## src/rtl/systolic_skew_rearranger.sv

```systemverilog
`default_nettype none
// ============================================================================
// Module      : systolic_skew_rearranger
// Description : Converts a stream of row vectors into the diagonal (skewed)
//               wavefront expected at the edge of a systolic array. Lane c is
//               delayed by c extra advances through a (c+1)-stage shift
//               register of {valid, data}. A three-state FSM (IDLE, STREAM,
//               DRAIN) tracks the burst and, once the row marked in_last
//               leaves the last lane, pulses done for one cycle.
// Ports       : clk, rst        - clock, asynchronous active-high reset
//               in_valid/ready  - row handshake (in_ready = shift_en & !DRAIN)
//               in_data/in_last - packed row vector, final-row marker
//               shift_en        - global advance enable
//               out_data        - skewed lanes, same packing as in_data
//               out_valid       - per-lane valid
//               busy, done      - FSM not IDLE, end-of-burst pulse
// Config      : define SKEW_ZERO_FILL_EN to force bubble slots to carry 0;
//               otherwise bubbles carry the unqualified in_data lane value.
// Revision    : 1.0 - initial release
// ============================================================================
module systolic_skew_rearranger #(
    parameter int DATA_W = 8,
    parameter int NUM_CH = 4
) (
    input  logic                     clk,
    input  logic                     rst,
    input  logic                     in_valid,
    output logic                     in_ready,
    input  logic [NUM_CH*DATA_W-1:0] in_data,
    input  logic                     in_last,
    input  logic                     shift_en,
    output logic [NUM_CH*DATA_W-1:0] out_data,
    output logic [NUM_CH-1:0]        out_valid,
    output logic                     busy,
    output logic                     done
);

    // Counter must hold NUM_CH-1; keep at least one bit for NUM_CH=1.
    localparam int CNT_W = (NUM_CH > 1) ? $clog2(NUM_CH) : 1;

    typedef enum logic [1:0] {
        ST_IDLE   = 2'd0,
        ST_STREAM = 2'd1,
        ST_DRAIN  = 2'd2
    } state_t;

    state_t             state_q, state_d;
    logic [CNT_W-1:0]   cnt_q, cnt_d;
    logic               done_q, done_d;
    logic               advance;
    logic               accept;

    assign advance  = shift_en;
    assign in_ready = shift_en && (state_q != ST_DRAIN);
    assign accept   = in_valid && in_ready;
    assign busy     = (state_q != ST_IDLE);
    assign done     = done_q;

    // ------------------------------------------------------------------------
    // Control FSM
    // ------------------------------------------------------------------------
    always_comb begin
        state_d = state_q;
        cnt_d   = cnt_q;
        // done is a single-cycle pulse: it drops on the next edge even if
        // the pipeline is stalled.
        done_d  = 1'b0;
        if (advance) begin
            case (state_q)
                ST_IDLE, ST_STREAM: begin
                    if (accept) begin
                        if (in_last) begin
                            if (NUM_CH == 1) begin
                                // Single lane: the last row is on the output
                                // right after this advance.
                                state_d = ST_IDLE;
                                done_d  = 1'b1;
                            end else begin
                                state_d = ST_DRAIN;
                                cnt_d   = CNT_W'(NUM_CH - 1);
                            end
                        end else begin
                            state_d = ST_STREAM;
                        end
                    end
                end
                ST_DRAIN: begin
                    cnt_d = cnt_q - 1'b1;
                    if (cnt_q == CNT_W'(1)) begin
                        state_d = ST_IDLE;
                        done_d  = 1'b1;
                    end
                end
                default: begin
                    state_d = ST_IDLE;
                    cnt_d   = '0;
                end
            endcase
        end
    end

    always_ff @(posedge clk or posedge rst) begin
        if (rst) begin
            state_q <= ST_IDLE;
            cnt_q   <= '0;
            done_q  <= 1'b0;
        end else begin
            state_q <= state_d;
            cnt_q   <= cnt_d;
            done_q  <= done_d;
        end
    end

    // ------------------------------------------------------------------------
    // Skew lanes: lane c holds c+1 stages packed LSB-first (stage 0 in the
    // low DATA_W bits). A left shift by one stage advances the lane.
    // ------------------------------------------------------------------------
    genvar c;
    generate
        for (c = 0; c < NUM_CH; c++) begin : g_lane
            localparam int LW = (c + 1) * DATA_W;
            localparam int VW = c + 1;

            logic [LW-1:0]     data_q, data_d;
            logic [VW-1:0]     vld_q, vld_d;
            logic [DATA_W-1:0] lane_in;
            logic [DATA_W-1:0] lane_new;

            assign lane_in = in_data[c*DATA_W +: DATA_W];

`ifdef SKEW_ZERO_FILL_EN
            assign lane_new = accept ? lane_in : '0;
`else
            assign lane_new = lane_in;
`endif

            always_comb begin
                data_d = data_q;
                vld_d  = vld_q;
                if (advance) begin
                    data_d = (data_q << DATA_W) | LW'(lane_new);
                    vld_d  = (vld_q << 1) | VW'(accept);
                end
            end

            always_ff @(posedge clk or posedge rst) begin
                if (rst) begin
                    data_q <= '0;
                    vld_q  <= '0;
                end else begin
                    data_q <= data_d;
                    vld_q  <= vld_d;
                end
            end

            assign out_data[c*DATA_W +: DATA_W] = data_q[c*DATA_W +: DATA_W];
            assign out_valid[c]                 = vld_q[c];
        end
    endgenerate

endmodule
`default_nettype wire

```

## config.mk

```make
export PLATFORM = sky130hd
export DESIGN_NAME = systolic_skew_rearranger
export DESIGN_NICKNAME = d
export VERILOG_FILES = /design/src/rtl/systolic_skew_rearranger.sv
export SDC_FILE = /design/constraint.sdc
export NUM_CORES = 1
export LEC_CHECK = 0
export ABC_AREA = 0
export ABC_CLOCK_PERIOD_IN_PS = 6500
export CORE_ASPECT_RATIO = 0.5
export CORE_MARGIN = 10
export CORE_UTILIZATION = 40
export DETAILED_ROUTE_END_ITERATION = 8
export DONT_BUFFER_PORTS = 1
export PLACE_DENSITY = 0.51
export SETUP_SLACK_MARGIN = 0.2
export SYNTH_ARGS = -nofsm -noshare
export SYNTH_HDL_FRONTEND = slang
export SYNTH_SLANG_ARGS = --single-unit
```

## constraint.sdc

```tcl
create_clock -name clk -period 6.5 [get_ports clk]
set_input_delay 1.625 -clock clk [delete_from_list [all_inputs] [get_ports clk]]
set_output_delay 1.625 -clock clk [all_outputs]
set_load 0.05 [all_outputs]
```

# Yosys cells after proc, flatten, opt, wreduce, memory -nomap -nowiden
# Cells that the tools add are included.
dict set report totals {
  ff_bits 95
  in_bits 37
  out_inout_bits 39
  elab_cells 42
}
dict set report classes {
  addsub 1
  n_eq_ne 7
  muxes 10
  bitwise_logic 6
  reduce_logical 7
}
# op n
set ops {}
lappend ops {{32-bit by 8-bit OR with 32-bit output} 1}
lappend ops {{24-bit by 8-bit OR with 24-bit output} 1}
lappend ops {{16-bit by 8-bit OR with 16-bit output} 1}
lappend ops {{2-bit 2-to-1 mux} 5}
lappend ops {{2-bit != test, second input constant} 4}
lappend ops {{2-bit case mux with 2 select lines} 2}
lappend ops {{3-bit AND reduction} 2}
lappend ops {{2-bit by 1-bit == test with 1-bit output, second input constant} 2}
lappend ops {{4-bit by 1-bit OR with 4-bit output} 1}
lappend ops {{1-bit 2-to-1 mux} 3}
lappend ops {{3-bit by 1-bit OR with 3-bit output} 1}
lappend ops {{2-bit == test, second input constant} 1}
lappend ops {{1-bit logical AND} 2}
lappend ops {{2-bit logical NOT} 1}
lappend ops {{2-bit by 1-bit OR with 2-bit output} 1}
lappend ops {{2-bit nonzero test} 1}
lappend ops {{2-bit OR reduction} 1}
lappend ops {{2-bit by 1-bit subtractor with 2-bit output, second input constant} 1}

# Logic depth before layout (Yosys ltp)
# Gate-level depths: netlist (run 1).
dict set report logic_depth {
  ltp_word 5
  mapped_depth 4
  ltp_nobuf 4
}

# Worst setup path after synthesis (run 1)
# No wires, ideal clock.
dict set report synth_path {
  path_kind {input to output}
  start {input shift_en}
  end {output in_ready}
  arrival_time_ns 2.600
  t_required_ns 4.875
  slack_ns 2.275
  path_stages 3
  path_buffers 2
  path_cell_list {buf_6 -> buf_6 -> nor2b_1}
}
dict set report synth_between {
  elab_chain_len 1
}
# element line_no
set synth_rtl {}
lappend synth_rtl {{from (decl)} 31} ;# input logic shift_en,
lappend synth_rtl {{1-bit logical AND} 54} ;# assign in_ready = shift_en && (state_q != ST_DRAIN);
lappend synth_rtl {{to (decl)} 28} ;# output logic in_ready,
# Every way passes these cells.

# Worst setup path in the final report (run 1)
# Ends and elaborated chain as after synthesis.

==> results.cfg, run 1 <==
[timing]
setup_tns_ns = 0
max_freq_ghz = 0.251
rsz0062_at_grt = false
setup_viol = 0
relSlewSlack_pct = 28.0
fin_crit_sh_pct = 61.3
fin_skew_ns = 0.00537
hold_violations = 0
min_period_ns = 3.99
worstMarginPinSlew_ns = 1.08
slew_viol_final = 0

[grt]
grt_pass1_wl_um = 9280
grt_pass1_vias = 1738
grt_max_degree = 95
overflow = 0
antenna_found_initial = 1
track_usage_pct = 8.82

[final_layout]
multiInputGateArea_um2 = 1070
antenna_cells = 0
area_growth_pct = 4.63
fin_util_pct = 43.1
fillCellCount = 786
layout.nets = 244
drive_above_1_share_pct = 47.9
final-seq-area_um2 = 2230

[route]
first_pass_iters = 4
wl_um = 5720
routedWlPerCell_um = 17.4
detail-route-antenna-nets = 0
viasPerCell = 4.90
first_iter_violations = 91
drc = 0
via_count = 1606

[critical_path]
crit_chain = nor2b_1
path_buf_inv = 0
start_kind = input pin
critical_path_required_ns = 4.88
path_max_fanout = 94
critPathSlowestCell = nor2b_1
r2r-start = state_q[1]$_DFFE_PP0P_
ff2ff_path_depth = 2
r2r_slack_ns = 5.43
critical-path-top-delay-family = simple AND/OR/NAND/NOR gates
critical_path_arrival_ns = 2.36
r2r_end = cnt_q[0]$_DFFE_PP0P_
critPathMaxStageDelay_ns = 0.73
end_kind = primary output
worstSetupPathType = in2out

[clocking]
cts_tree = yes
insertion_delay_ns = 0.33
cts.sinks = 89
cts-root-buf = clkbuf_16
htreeDepth = 3
cts_hold_buf = 0
clk_path_buf_depth = 2
post-cts-setup-buffers = 0
clk_pin_slew_ns = 0.06
cts_resized = 0
cts-buffers-inserted = 9

[floorplanning]
dieWidth_um = 154
die_h_um = 87.0
io_pins = 76
initial_core_util_pct = 41.2
fp-row-count = 24
fp.dieArea_um2 = 13400
coreArea_um2 = 8740

[hold_path]
min_path_cells = 1
hold_end = g_lane[2].data_q[14]$_DFFE_PP0P_
hold_path.startpoint = g_lane[2].data_q[6]$_DFFE_PP0P_
hp-class = reg2reg

[pwr]
p_per_area_nw_per_um2 = 408
ir_drop_uv = 159
p_leak_nw = 1.61

[synth]
synth_area_leaders = dfrtp_1 62%, mux2_2 26%, buf_4 5.2%, buf_6 2.5%, nor2b_1 0.70%
yosysMostFrequentCell = dfrtp_1
synth_edf_count = 0
seq_area_frac_synth_pct = 61.9
ys_ff_latch = 89
synth_area_per_cell_um2 = 15.6
ys_types = 21
yosysTopAreaCellShare_pct = 61.9
synth_common_cells = 89 x dfrtp_1, 83 x mux2_2, 25 x buf_4
ys_async_sr_fraction_pct = 100
yosys.area.top_type = dfrtp_1
syn_inst = 230
syn-num-nets = 268
syn-cell-area_um2 = 3600
synth_warnings = 0
synth_ff_type = dfrtp_1

[flow_run]
maxCapViolCount = 0

[placed_design]
port_buffers = 0
hpwl_um = 3790
place.gp.congestion = 0.674

[run_status]
outcome = finished clean
per-layer routing:
metal  track usage, %  vias up  routed length, um
li1                 -      725                  -
met1             9.13      831               2230
met2             14.1       39               2890
met3             5.97        9                540
met4             3.32        2                 51
met5                0        -                  7
sequential cells by signal (all words and copies together) (netlist names):
signal,cells
g_lane.vld_q,4
state_q,2
cnt_q,2
g_lane.data_q,80
done,1
area by class of cell:
class                   count  share of cell area (%)
flip-flops and latches     89                    59.2
multi-input cells         103                    28.4
clock buffers              10                    6.35
clock inverters             6                    1.76
well taps                 117                    3.89
inverters                   3                   0.366
placed cells by master, fill, tap and decap left out, types with 2 or more instances in the layout:
master,synthesis,final
clkbuf_16,0,9
mux2_2,83,83
o21ai_0,2,2
nand2_1,2,2
clkinv_2,0,2
inv_1,3,2
nor2b_1,4,4
dfrtp_1,89,89
clkinv_4,0,2
logic make-up after synthesis:
| kind of cell | Yosys count | synth area share [%] |
|---|---|---|
| DFF | 89 | 61.9 |
| muxes | 83 | 26.0 |
| buffers and inverters | 38 | 8.32 |
| and+or+nand+nor | 11 | 1.81 |
| AOI/OAI and AO/OA | 8 | 1.60 |
| adders and majority gates | 1 | 0.348 |
power by group:
group          switching [W]  internal (W)
sequential          0.000217      0.000644
clock               0.000207      0.000309
combinational      0.0000645     0.0000907
total               0.000489       0.00104
worst max-delay path by stage:
stage	from	endpoint	depth (start not counted)
after global routing	shift_en	in_ready	1
after detailed placement	shift_en	in_ready	1
after global placement	shift_en	in_ready	1
after floorplan	shift_en	in_ready	3
after CTS	shift_en	in_ready	1
final	shift_en	in_ready	1
stage by stage:
| step | area [um2] | worst slack (ns) | std cells | hold slack [ns] | power [W] |
|---|---|---|---|---|---|
| floorplan | 3600 | 2.27 | 230 | 0.475 | 0.00105 |
| global placement | 3460 | 2.49 | 312 | 0.482 | 0.00102 |
| detailed placement | 3460 | 2.50 | 312 | 0.486 | 0.00104 |
| CTS | 3760 | 2.50 | 328 | 0.500 | 0.00156 |
| global route | 3760 | 2.48 | 328 | 0.514 | 0.00161 |
| finish | 3760 | 2.51 | 328 | 0.499 | 0.00153 |
(Power assumes the default switching activity.)
==> run 2: changes to the inputs <==
--- a/config.mk
+++ b/config.mk
@@ -6,13 +6,13 @@
 export NUM_CORES = 1
 export LEC_CHECK = 0
 export ABC_AREA = 0
-export ABC_CLOCK_PERIOD_IN_PS = 6500
+export ABC_CLOCK_PERIOD_IN_PS = 3300
 export CORE_ASPECT_RATIO = 0.5
 export CORE_MARGIN = 10
 export CORE_UTILIZATION = 40
 export DETAILED_ROUTE_END_ITERATION = 8
 export DONT_BUFFER_PORTS = 1
-export PLACE_DENSITY = 0.51
+export PLACE_DENSITY = 0.53
 export SETUP_SLACK_MARGIN = 0.2
 export SYNTH_ARGS = -nofsm -noshare
 export SYNTH_HDL_FRONTEND = slang
==> constraint.sdc (replaced) <==
create_clock -name clk -period 3.3 [get_ports clk]
set_input_delay 0.825 -clock clk [delete_from_list [all_inputs] [get_ports clk]]
set_output_delay 0.825 -clock clk [all_outputs]
set_load 0.05 [all_outputs]
==> run 2 against run 1 <==
Sequential power up 96%. Register-to-register slack worse by 3.2 ns. Flip-flop and latch count unchanged. First-iteration DRC count down 41%. Die area unchanged. Final cell count up 0.61%. Combinational power up 100%. Core utilization up 0.79 points. Clock-buffer cell count up 1. Hold slack worse by 0.00071 ns. Clock skew down 0.0013 ns. Via count up 0.56%. Critical path type is now reg2out.
==> results.cfg, run 2 (synthesis results as in run 1) <==
[critical_path]
crit_chain = nor2b_1, nor2b_1, buf_4
critical_path_arrival_ns = 1.27
start_kind = register
critical_path_required_ns = 2.47
r2r_slack_ns = 2.23
path_max_fanout = 8
cp_common_cell = nor2b_1
critPathSlowestCell = dfrtp_1
end_kind = primary output
critPathMaxStageDelay_ns = 0.44
worstSetupPathType = reg2out

[route]
wl_um = 5560
first_iter_violations = 54
drc = 0
viasPerCell = 4.89
routedWlPerCell_um = 16.8
via_count = 1615
first_pass_iters = 4
detail-route-antenna-nets = 0

[clocking]
cts-root-buf = clkbuf_16
post-cts-setup-buffers = 0
clk_pin_slew_ns = 0.06
insertion_delay_ns = 0.33
clk_path_buf_depth = 2
cts-buffers-inserted = 9
htreeDepth = 3
cts_tree = yes
cts_resized = 0
cts_hold_buf = 0
cts.sinks = 89

[timing]
fin_skew_ns = 0.00410
hold_violations = 0
slew_viol_final = 0
rsz0062_at_grt = false
worstMarginPinSlew_ns = 0.866
fin_crit_sh_pct = 63.4
setup_tns_ns = 0
relSlewSlack_pct = 42.2
max_freq_ghz = 0.478
setup_viol = 0
min_period_ns = 2.09

[floorplanning]
io_pins = 76
dieWidth_um = 154
die_h_um = 87.0
fp-row-count = 24
fp.dieArea_um2 = 13400
initial_core_util_pct = 41.2
coreArea_um2 = 8740

[final_layout]
layout.nets = 246
layout_common_cells = 89 x dfrtp_1, 83 x mux2_2, 9 x clkbuf_16
reg_top3 = g_lane.data_q (80), g_lane.vld_q (4)
largest_reg_flops = 80
layout_commonest_cell = dfrtp_1
area_growth_pct = 6.54
fin_area_um2 = 3830
antenna_cells = 0
drive_above_1_share_pct = 47.9
top_register = g_lane.data_q

[grt]
grt_pass1_wl_um = 8900
grt_pass1_vias = 1685
grt_max_degree = 95
antenna_found_initial = 0
track_usage_pct = 8.47
overflow = 0

[pwr]
p_per_area_nw_per_um2 = 823
ir_drop_uv = 313
p_leak_nw = 1.63

[placed_design]
hpwl_um = 3810
placed_cell_area_um2 = 3490
place.gp.congestion = 0.672
port_buffers = 0

[hold_path]
hp-class = reg2reg

[run_status]
outcome = finished clean

[flow_run]
maxCapViolCount = 0
==> run 2: worst paths after layout <==
kind                                                       from                                to  cells past startpoint
worst max-delay path                     state_q[1]$_DFFE_PP0P_                          in_ready                      3
worst min-delay path            g_lane[1].data_q[4]$_DFFE_PP0P_   g_lane[1].data_q[4]$_DFFE_PP0P_                      1
worst max register to register             cnt_q[0]$_DFFE_PP0P_              cnt_q[1]$_DFFE_PP0P_                      3
worst min register to register  g_lane[1].data_q[4]$_DFFE_PP0P_   g_lane[1].data_q[4]$_DFFE_PP0P_                      1
max in group asynchronous                                   rst  g_lane[3].data_q[11]$_DFFE_PP0P_                      2
min in group asynchronous                                   rst   g_lane[0].data_q[7]$_DFFE_PP0P_                      1
==> run 2: where the power goes <==
group | switching, W | internal, W | total (W)
combinational | 0.000130 | 0.000187 | 0.000317
clock | 0.000386 | 0.000759 | 0.00114
sequential | 0.000424 | 0.00127 | 0.00169
total | 0.000940 | 0.00221 | 0.00315
==> run 2: layer usage <==
| metal | up-vias | part of all wire (%) | wire length, um | track usage [%] |
|---|---|---|---|---|
| met5 | - | 0 | 0 | 0 |
| met3 | 7 | 8.7 | 486 | 5.82 |
| met4 | 0 | 1.2 | 68 | 3.32 |
| met2 | 36 | 51 | 2840 | 14.1 |
| met1 | 845 | 39 | 2160 | 8.22 |
| li1 | 727 | - | - | - |
==> run 2: cell type report <==
class | instances | area, um2
Clock buffer | 11 | 243
Tap cell | 117 | 146
Clock inverter | 5 | 103
Sequential cell | 89 | 2230
Multi-Input combinational cell | 103 | 1070
Fill cell | 788 | 4910
Inverter | 3 | 15.0
Timing Repair Buffer | 2 | 27.5
==> run 2: worst max-delay path: cells and delay by family, from the launching register on <==
family	cells	cell delay [ns]
flip-flops	1	0.44
AND/OR/NAND/NOR	2	0.31
buffers and inverters	1	0.19
==> run 2: through the flow <==
| stage | cells | utilization (%) | hold slack (ns) | total power, W | setup slack, ns |
|---|---|---|---|---|---|
| floorplan | 230 | - | 0.475 | 0.00207 | 0.675 |
| global placement | 314 | 39.9 | 0.482 | 0.00202 | 1.33 |
| detailed placement | 314 | 39.9 | 0.486 | 0.00205 | 1.33 |
| global route | 330 | 43.8 | 0.513 | 0.00332 | 1.10 |
| CTS | 330 | 43.8 | 0.503 | 0.00321 | 1.18 |
| finish | 330 | 43.8 | 0.498 | 0.00315 | 1.21 |
==> run 3: changes to the inputs <==
--- a/config.mk
+++ b/config.mk
@@ -6,7 +6,7 @@
 export NUM_CORES = 1
 export LEC_CHECK = 0
 export ABC_AREA = 0
-export ABC_CLOCK_PERIOD_IN_PS = 3300
+export ABC_CLOCK_PERIOD_IN_PS = 1700
 export CORE_ASPECT_RATIO = 0.5
 export CORE_MARGIN = 10
 export CORE_UTILIZATION = 40
==> constraint.sdc (replaced) <==
create_clock -name clk -period 1.7 [get_ports clk]
set_input_delay 0.425 -clock clk [delete_from_list [all_inputs] [get_ports clk]]
set_output_delay 0.425 -clock clk [all_outputs]
set_load 0.05 [all_outputs]
==> run 3 against run 2 <==
The run now ends with negative hold slack left. Hold slack worse by 0.50 ns. Worst setup slack got worse by 1.1 ns. Final cell count increased by 1.5%. Sequential share of layout area fell by 0.76 points. Power grew 95%. Critical endpoint unchanged. Highest routed layer is now met5.
==> results.cfg, run 3 (synthesis results as in run 1) <==
[run_status]
outcome = finished with violations
violations = negative hold slack

[floorplanning]
fp-row-count = 24
dieWidth_um = 154
coreArea_um2 = 8740
io_pins = 76
fp.dieArea_um2 = 13400
initial_core_util_pct = 41.2
die_h_um = 87.0

[grt]
grt_pass1_vias = 1759
track_usage_pct = 9.12
use_met1_pct = 9.20
grt_util_met2_pct = 15.3
overflow = 0
antenna_found_initial = 1
grt_max_degree = 95
top_usage_layer = met2
grt_pass1_wl_um = 9600
gr-usage-met3_pct = 5.47

[placed_design]
port_buffers = 0
place_inst = 314
place.gp.congestion = 0.660
hpwl_um = 3870

[timing]
relSlewSlack_pct = 65.5
worstMarginPinSlew_ns = 0.517
fin_crit_sh_pct = 94.4
hold_violations = 16
rsz0062_at_grt = true
setup_tns_ns = 0
max_freq_ghz = 0.623
hold_ws_ns = -0.00626
fin_skew_ns = 0.00666
slew_viol_final = 0
min_period_ns = 1.60
setup_viol = 0

[critical_path]
end_kind = primary output
r2r_slack_ns = 0.42
critical_path_required_ns = 1.27
ff2ff_path_depth = 5
critical_path_arrival_ns = 1.18
path_max_fanout = 2
worstSetupPathType = reg2out
start_kind = register
r2r_end = cnt_q[0]$_DFFE_PP0P_
r2r-start = state_q[1]$_DFFE_PP0P_

[final_layout]
layout_commonest_cell = dfrtp_1
final_cells = 335
area_growth_pct = 8.07
largest_reg_flops = 80
drive_above_1_share_pct = 51.4
layout_common_cells = 87 x dfrtp_1, 83 x mux2_2, 9 x clkbuf_16
layout.nets = 251
fin_util_pct = 44.5
reg_top3 = g_lane.data_q (80), g_lane.vld_q (4)
top_register = g_lane.data_q
antenna_cells = 0

[route]
first_pass_iters = 4
first_iter_violations = 14
detail-route-antenna-nets = 0
drc = 0
via_count = 1639
routedWlPerCell_um = 17.3
wl_um = 5800
viasPerCell = 4.89

[clocking]
clk_path_buf_depth = 2
cts_tree = yes
clk_pin_slew_ns = 0.06
cts-root-buf = clkbuf_16
htreeDepth = 3
insertion_delay_ns = 0.33
cts.sinks = 89
cts_hold_buf = 0
cts-buffers-inserted = 9

[flow_run]
maxCapViolCount = 0

[pwr]
p_leak_nw = 1.66
ir_drop_uv = 628
p_per_area_nw_per_um2 = 1580

[hold_path]
hp-class = in2async
[run 3: cell count changes in the layout (fill, tap and decap cells not counted), moves of 2 or more]
cell     before  now
buf_4         1    5
dfrtp_1      89   87
dfrtp_2       0    2
nor2b_1       4    2
nor2b_4       0    2
[run 3: critical path: stages (launching register included)]
cell and delay (ns):
dfrtp_2 0.41, nor2b_4 0.14, nor2b_4 0.30
[run 3: metal layers]
metal	up-vias	wire, um	share of wire (%)
met3	9	475	8.2
met4	2	64	1.1
met2	40	2980	51
li1	736	-	-
met5	-	13	0.22
met1	852	2260	39
[run 3: area by class of cell]
cell class / instances / area [um2]
clock buffers: 11 / 253
repair buffers: 7 / 77.6
flip-flops and latches: 89 / 2230
fillers: 762 / 4850
inverters: 3 / 15.0
multi-input cells: 103 / 1090
well taps: 117 / 146
clock inverters: 5 / 77.6
[run 3: power breakdown]
| group | switching, W | total [W] | internal, W | leakage, nW |
|---|---|---|---|---|
| Sequential | 0.000819 | 0.00329 | 0.00247 | 1.05 |
| Clock | 0.000747 | 0.00211 | 0.00136 | 0.162 |
| Combinational | 0.000300 | 0.000754 | 0.000454 | 0.452 |
| Total | 0.00187 | 0.00615 | 0.00428 | 1.66 |
[run 3: per-stage QoR]
| stage | hold WS (ns) | area [um2] | total power, W | worst slack [ns] |
|---|---|---|---|---|
| after global routing | 0.00963 | 3890 | 0.00647 | 0.0430 |
| after floorplan | 0.475 | 3610 | 0.00404 | 0.239 |
| after CTS | 0.00102 | 3890 | 0.00625 | 0.0761 |
| after detailed placement | 0.362 | 3510 | 0.00399 | 0.319 |
| after global placement | 0.347 | 3510 | 0.00394 | 0.356 |
| final | -0.00626 | 3890 | 0.00615 | 0.0957 |
[run 3: worst max-delay path by stage]
stage	start	endpoint	slack, ns
after floorplan	rst	cnt_q[0]$_DFFE_PP0P_	0.24
after global placement	state_q[1]$_DFFE_PP0P_	in_ready	0.36
after detailed placement	state_q[1]$_DFFE_PP0P_	in_ready	0.32
after CTS	state_q[1]$_DFFE_PP0P_	in_ready	0.08
after global routing	state_q[1]$_DFFE_PP0P_	in_ready	0.04
final	state_q[1]$_DFFE_PP0P_	in_ready	0.1
[run 3: what timing repair did]
item	in CTS	in global routing
endpoints found under the setup margin	2	2
gates resized for setup	5	0
setup buffers	5	0
